[src/rtl/imem_pkg.sv]
// Shared types and constants for the instruction memory controller.
package imem_pkg;

    typedef enum logic {
        RUN  = 1'b0,
        LOAD = 1'b1
    } state_e;

    typedef enum logic [1:0] {
        FAULT_OK       = 2'b00,
        FAULT_MISALIGN = 2'b01,
        FAULT_RANGE    = 2'b10
    } fault_e;

    localparam logic [31:0] IMEM_NOP = 32'h0000_0000;

endpackage

[src/rtl/imem_ram.sv]
// DEPTH x 32 instruction array: one synchronous write port and one
// synchronous read port with registered read data.
module imem_ram #(
    parameter int DEPTH = 64,
    parameter int AW    = $clog2(DEPTH)
) (
    input  logic          clk,
    input  logic          i_we,
    input  logic [AW-1:0] i_waddr,
    input  logic [31:0]   i_wdata,
    input  logic          i_re,
    input  logic [AW-1:0] i_raddr,
    output logic [31:0]   o_rdata
);

    logic [31:0] r_mem [DEPTH];
    logic [31:0] r_rdata;

    always_ff @(posedge clk) begin
        if (i_we) begin
            r_mem[i_waddr] <= i_wdata;
        end
        if (i_re) begin
            r_rdata <= r_mem[i_raddr];
        end
    end

    assign o_rdata = r_rdata;

endmodule

[src/rtl/imem_ctrl.sv]
// Instruction memory with program-load port and a one-cycle
// valid/ready fetch pipeline with flush and fault reporting.
module imem_ctrl
    import imem_pkg::*;
#(
    parameter int          DEPTH    = 64,
    parameter int          AW       = $clog2(DEPTH),
    parameter logic [31:0] NOP_WORD = IMEM_NOP
) (
    input  logic          clk,
    input  logic          rst_n,
    input  logic          load_en,
    input  logic          load_we,
    input  logic [AW-1:0] load_addr,
    input  logic [31:0]   load_data,
    input  logic          req_valid,
    input  logic [31:0]   req_pc,
    output logic          req_ready,
    output logic          rsp_valid,
    input  logic          rsp_ready,
    output logic [31:0]   rsp_instr,
    output logic [31:0]   rsp_pc,
    output logic [1:0]    rsp_fault,
    input  logic          flush,
    output logic [31:0]   fetch_cnt,
    output logic [AW:0]   load_cnt
);

    localparam logic [AW:0] DEPTH_CNT = (AW+1)'(DEPTH);

    state_e        r_state;
    state_e        w_state_nxt;
    logic          r_rsp_valid;
    logic          r_rsp_ok;
    fault_e        r_rsp_fault;
    logic [31:0]   r_rsp_pc;
    logic [31:0]   r_fetch_cnt;
    logic [AW:0]   r_load_cnt;

    logic          w_misalign;
    logic          w_oor;
    fault_e        w_fault;
    logic          w_accept;
    logic          w_rsp_hold;
    logic          w_we;
    logic          w_re;
    logic [AW-1:0] w_raddr;
    logic [31:0]   w_rdata;

    assign w_misalign = |req_pc[1:0];
    assign w_oor      = {2'b00, req_pc[31:2]} >= 32'(DEPTH);
    assign w_fault    = w_misalign ? FAULT_MISALIGN :
                        w_oor      ? FAULT_RANGE    : FAULT_OK;
    assign w_raddr    = req_pc[AW+1:2];

    assign req_ready  = (r_state == RUN) && !load_en && !flush &&
                        (!r_rsp_valid || rsp_ready);
    assign w_accept   = req_valid && req_ready;
    assign w_rsp_hold = r_rsp_valid && !rsp_ready && !flush;

    // Only in-range aligned fetches touch the array; faults answer NOP.
    assign w_re = w_accept && (w_fault == FAULT_OK);
    assign w_we = (r_state == LOAD) && load_we &&
                  ({1'b0, load_addr} < DEPTH_CNT);

    always_comb begin
        w_state_nxt = r_state;
        unique case (r_state)
            RUN:     if (load_en && !w_rsp_hold) w_state_nxt = LOAD;
            LOAD:    if (!load_en) w_state_nxt = RUN;
            default: w_state_nxt = RUN;
        endcase
    end

    always_ff @(posedge clk) begin
        if (!rst_n) begin
            r_state     <= RUN;
            r_rsp_valid <= 1'b0;
            r_rsp_ok    <= 1'b0;
            r_rsp_fault <= FAULT_OK;
            r_rsp_pc    <= '0;
            r_fetch_cnt <= '0;
            r_load_cnt  <= '0;
        end else begin
            r_state <= w_state_nxt;
            if (flush) begin
                r_rsp_valid <= 1'b0;
            end else if (w_accept) begin
                r_rsp_valid <= 1'b1;
            end else if (rsp_ready) begin
                r_rsp_valid <= 1'b0;
            end
            if (w_accept) begin
                r_rsp_pc    <= req_pc;
                r_rsp_fault <= w_fault;
                r_rsp_ok    <= (w_fault == FAULT_OK);
                r_fetch_cnt <= r_fetch_cnt + 32'd1;
            end
            if (r_state == RUN && w_state_nxt == LOAD) begin
                r_load_cnt <= '0;
            end else if (w_we && r_load_cnt != DEPTH_CNT) begin
                r_load_cnt <= r_load_cnt + 1'b1;
            end
        end
    end

    imem_ram #(
        .DEPTH (DEPTH),
        .AW    (AW)
    ) u_ram (
        .clk     (clk),
        .i_we    (w_we),
        .i_waddr (load_addr),
        .i_wdata (load_data),
        .i_re    (w_re),
        .i_raddr (w_raddr),
        .o_rdata (w_rdata)
    );

    assign rsp_valid = r_rsp_valid;
    assign rsp_instr = r_rsp_ok ? w_rdata : NOP_WORD;
    assign rsp_pc    = r_rsp_pc;
    assign rsp_fault = r_rsp_fault;
    assign fetch_cnt = r_fetch_cnt;
    assign load_cnt  = r_load_cnt;

endmodule

[config.mk]
export PLATFORM = sky130hd
export DESIGN_NAME = imem_ctrl
export DESIGN_NICKNAME = d
export VERILOG_FILES = /design/src/rtl/imem_pkg.sv /design/src/rtl/imem_ram.sv /design/src/rtl/imem_ctrl.sv
export SDC_FILE = /design/constraint.sdc
export NUM_CORES = 2
export LEC_CHECK = 0
export BUFFER_PORTS_ARGS = -buffer_cell sky130_fd_sc_hd__buf_4
export CORE_MARGIN = 2
export CORE_UTILIZATION = 30
export CTS_CLUSTER_DIAMETER = 100
export DETAILED_ROUTE_END_ITERATION = 10
export MAX_ROUTING_LAYER = met4
export PLACE_DENSITY_LB_ADDON = 0.15
export SYNTH_ARGS = -nofsm -noshare
export SYNTH_HDL_FRONTEND = slang
export SYNTH_HIERARCHICAL = 1
export SYNTH_SLANG_ARGS = --single-unit
[constraint.sdc]
create_clock -name clk -period 11.41 [get_ports clk]
set_input_delay 1.7115 -clock clk [delete_from_list [all_inputs] [get_ports clk]]
set_output_delay 1.7115 -clock clk [all_outputs]
set_load 0.01 [all_outputs]
* Yosys cells after proc, flatten, opt, wreduce, memory -nomap -nowiden
Memory sizes are Yosys's and may differ from the RTL's. A register that Yosys moved wholly into a read port is not among the register bits.
Index checks and enable logic that the tools add are counted.
** Cells by class
- $add $sub $neg :: 2
- Magnitude comparators :: 1
- Equality and inequality tests :: 1
- Muxes and demuxes :: 10
- Bitwise logic cells :: 2
- Reductions and logical operators :: 22
** Operators by type and width (count)
- $add A32 B1 Y32 const B :: 1
- $mux W32 :: 1
- $ge A30 B7 Y1 const B :: 1
- $logic_and A1 B1 Y1 :: 11
- $add A7 B1 Y7 const B :: 1
- $ne A7 B7 Y1 const B :: 1
- $mux W1 :: 6
- $reduce_or A2 Y1 :: 3
- $logic_not A1 Y1 :: 5
- $mux W2 :: 2
- $logic_not A2 Y1 :: 1
- $not A1 Y1 :: 2
- $pmux W1 S2 :: 1
- $reduce_bool A2 Y1 :: 1
- $logic_or A1 B1 Y1 :: 1
** Storage, ports and cells
- Bits in registers :: 76
- RAM bits :: 2048
- Input bits :: 77
- Output and inout port bits :: 107
- Memories :: 1
** Memory list
- u_ram.r_mem :: words 64, width 32, rd ports 1, clocked after memory_dff 1, wr ports 1, line imem_ram.sv:16 : logic [31:0] r_mem [DEPTH];

* Longest topological paths before layout
- Word-level depth :: 9
- Gate-level depth with buffers :: 10
- Mapped depth without buffers :: 7

* Modules after synthesis
Netlist, hierarchy kept.
** Modules (own cells, without submodules)
- imem_ram :: instances 1, cells an instance 3324, area each 78835.6 sq um, sequential area each 62459.9 sq um
- imem_ctrl :: instances 1, cells an instance 422, area each 3378.2 sq um, sequential area each 1521.5 sq um

* Worst setup path after synthesis
No wires, ideal clock.
- Path type :: input to register
- Start point :: in flush
- End point :: reg u_ram.r_rdata[0], in the netlist u_ram/o_rdata[0], read port of u_ram.r_mem, enable pin
- Setup time :: 0.508 ns
- Data arrival time :: 5.793 ns
- Data required time :: 10.902 ns
- Slack :: 5.109 ns
- Cell stages on the path :: 4
- Buffers on the path :: 0
- Cells stage by stage :: or2_1 > nor3_1 > nand2_1 > nor4_1
** On the way
- Word-level cells in the longest chain between the ends :: 5
** Ends and longest elaborated chain
- start, declared :: line imem_ctrl.sv:24 : input logic flush,
- $logic_not A1 Y1 :: line imem_ctrl.sv:56 : assign req_ready = (r_state == RUN) && !load_en && !flush &&
- $logic_and A1 B1 Y1 (2 in a row) :: line imem_ctrl.sv:56
- named net req_ready :: line imem_ctrl.sv:18 : output logic req_ready,
- $logic_and A1 B1 Y1 :: line imem_ctrl.sv:58 : assign w_accept = req_valid && req_ready;
- $logic_and A1 B1 Y1 :: line imem_ctrl.sv:62 : assign w_re = w_accept && (w_fault == FAULT_OK);
- named net w_re :: line imem_ctrl.sv:46 : logic w_re;
- end, declared :: line imem_ram.sv:17 : logic [31:0] r_rdata;
The timed path passes the listed nets, and every way through them passes these cells.
A chain may end at the register's enable or synchronous reset.

* Worst setup path in the final report
- Start point :: in req_pc[2]
- End point :: reg u_ram.r_rdata[19], in the netlist u_ram/o_rdata[19], read port of u_ram.r_mem, data pin
** On the way
- Word-level cells in the longest chain between the ends :: 5
** Ends and longest elaborated chain
- start, declared :: line imem_ctrl.sv:17 : input logic [31:0] req_pc,
- $ge A30 B7 Y1 :: line imem_ctrl.sv:51 : assign w_oor = {2'b00, req_pc[31:2]} >= 32'(DEPTH);
- $mux W2 :: line imem_ctrl.sv:53 : w_oor ? FAULT_RANGE : FAULT_OK;
- $mux W2 :: line imem_ctrl.sv:52 : assign w_fault = w_misalign ? FAULT_MISALIGN :
- $logic_not A2 Y1 :: line imem_ctrl.sv:62
- $logic_and A1 B1 Y1 :: line imem_ctrl.sv:62
Parallel ways exist; a longest one is shown, timed or not.

==> flow_summary.toml <==
[status]
status = "finished, final reports clean"

[routing]
num_vias = 40400
via_per_inst = 5.15
first_pass_iters = 7
drtIter0Drc = 3890
wl_per_cell_um = 32.0
drc = 0
wl_um = 252000
ant_nets = 0

[job]
maxCapViolations = 0

[global_routing]
antenna_found_initial = 20
grt_usage_pct = 18.4
grt_max_degree = 96
grt_pass1_wl_um = 344000
grt.overflow.total = 0
grt_pass1_vias = 41300

[placement]
place_hpwl_um = 132000
post-place-ws_ns = 5.32
gp_congestion = 0.747
portBuffers = 183
placed_cells = 7421

[floorplan]
core_mm2 = 0.273
die_h_um = 527
die_w_um = 527
io_pins = 184
die-area_mm2 = 0.278
start_util_pct = 30.1
rows = 192

[synthesis]
syn_nets = 3826
ys_types = 55
synth.avg_cell_area_um2 = 21.9
synth-main-ff-cell = "edfxtp_1"
syn-cell-area_mm2 = 0.0822
syn_inst = 3746
synthArstFlopShare_pct = 0
ys_ff_latch = 2156
seq_area_frac_synth_pct = 77.8
yosysWarnings = 6
synth_enable_flop_cells = 2080

[cts]
cts_resized = 0
hold_buffers = 0
clock-root-buffer = "clkbuf_16"
max-clock-path-buffers = 3
cts_tree = "yes"
path_clk_slew_ns = 0.06
cts_setup_buffers = 0
clock_latency_ns = 0.86
cts_buffers = 226
htree_levels = 4
clock_sinks = 2156

[sta]
tightest_slew_ns = 1.15
skew_ns = 0.0306
finalCritPeriodShare_pct = 43.9
max_freq_ghz = 0.200
worst_slack_ns = 6.40
slew_headroom_pct = 23.2
timing.setup.tns_ns = 0
rsz0062_at_grt = "no"
finalHoldViolCount = 0
post-route-min-period_ns = 5.01
finalSetupViolations = 0
drv_slew = 0

[critical_path]
startpoint_type = "input port"
critPathCaptureType = "flop"
worstReg2RegStart = "r_state$_SDFF_PN0_"
crit_type = "input port to flop"
cp_max_fo = 52
required_ns = 11.99
arrival_ns = 5.59
crit_start = "req_pc[2]"

[layout]
syn_to_final_growth_pct = 16.6
final_nets = 4140
final_cell_mix = "edfxtp_1, mux4_2, buf_4"
layout_commonest_cell = "edfxtp_1"
drive_gt1_share_pct = 28.6
layout.cells.non_filler = 7849

[min_path]
min_from = "rsp_pc[12]$_SDFFE_PN0P_"
hold_class = "flop to flop"

[power_and_ir_drop]
swShare_pct = 21.1
vdd_drop_max_uv = 124
clkPwrFrac_pct = 43.7
combinationalPowerShare_pct = 4.4
p_sw_uw = 3540
total_leakage_power_uw = 0.0295
seq_power_share_pct = 51.9
powerDensity_mw_per_mm2 = 175
power_report.internal_total_uw = 13200
-- layout make-up --
cell class | count | area [um^2]
multi-input cells | 1379 | 17700
diodes | 12 | 30.0
repair buffers | 288 | 2290
flip-flops and latches | 2156 | 64000
clock buffers | 289 | 5960
inverters | 9 | 33.8
clock inverters | 127 | 1340
well taps | 3589 | 4490
fillers | 25200 | 177000
-- power groups by stage --
| stage | Clock [uW] | Combinational [uW] | Sequential, uW |
|---|---|---|---|
| floorplan | 0 | 399 | 8860 |
| global placement | 0 | 760 | 8860 |
| detailed placement | 0 | 762 | 8860 |
| CTS | 7510 | 763 | 8690 |
| global route | 7800 | 795 | 8690 |
| finish | 7310 | 741 | 8690 |
-- sequential cells by signal, summed over array words and instances, names as in the netlist, 2 cells and up --
name and flops:
rsp_pc 32, u_ram/o_rdata 32, load_cnt 7, rsp_fault 2, fetch_cnt 32, u_ram/r_mem 2048
-- synthesized netlist by cell type, types with 4 or more instances --
library cell / n / area share (%)
buf_2: 61 / 0.37
a311oi_1: 8 / 0.085
nor2_1: 170 / 0.78
a21oi_1: 110 / 0.67
nor4_1: 8 / 0.061
nor2b_1: 18 / 0.14
xor2_1: 16 / 0.17
a41o_1: 4 / 0.049
o21ai_1: 7 / 0.043
o21ai_0: 5 / 0.030
nand3_1: 19 / 0.12
nor3_1: 11 / 0.067
xnor2_1: 8 / 0.085
edfxtp_1: 2080 / 76
dfxtp_1: 76 / 1.9
a22oi_1: 12 / 0.11
nand2b_1: 9 / 0.068
or4_1: 4 / 0.037
buf_4: 25 / 0.23
clkbuf_1: 88 / 0.40
mux2i_1: 93 / 1.1
buf_6: 6 / 0.082
o32ai_1: 4 / 0.043
nand3b_1: 5 / 0.046
and3_1: 6 / 0.046
o22ai_1: 84 / 0.64
inv_1: 9 / 0.041
or3_1: 13 / 0.099
mux4_2: 544 / 15
and2_1: 36 / 0.27
buf_1: 22 / 0.10
nand2_1: 112 / 0.51
nand4_1: 15 / 0.11
o221ai_1: 27 / 0.29
-- layer usage --
metal  vias to the layer above  track usage [%]  routed length (um)
li1                      16400                -                   -
met1                     22300             24.7              110000
met2                      1318             28.6              119000
met3                       350             3.63               15600
met4                         0             4.98                6650
met5                         -                -                   0
-- critical path, cell delays in order --
cell	delay (ns)
buf_8	0.41
buf_4	0.65
buf_4	0.78
mux4_2	0.61
mux4_2	0.51
o22ai_1	0.57
nor2_1	0.11
-- logic make-up after synthesis --
kind of cell / after synthesis / share of synthesized area (%)
compound gates: 269 / 2.03
fa+ha+maj: 3 / 0.0457
flops: 2156 / 77.8
mux: 637 / 16.0
buf+inv: 211 / 1.23
xor+xnor: 24 / 0.256
simple gates: 446 / 2.59
-- final timing paths --
check	to	slack, ns	cells after the start
min reg2reg	rsp_pc[12]$_SDFFE_PN0P_	0.45	2
min	rsp_pc[12]$_SDFFE_PN0P_	0.45	2
max reg2reg	u_ram/r_mem[6][16]$_DFFE_PP_	7.53	6
max	u_ram/o_rdata[19]$_DFFE_PP_	6.40	7
-- per-stage QoR --
stage	util, %	total power, uW	area, um^2	hold WS (ns)
after floorplan	-	9260	82200	0.481
after global placement	32.4	9620	88500	0.443
after detailed placement	32.4	9620	88500	0.447
after CTS	35.1	17000	95800	0.455
after global routing	35.1	17300	95800	0.476
final	35.1	16700	95800	0.453
No activity file was read; power rests on OpenSTA's default activity.
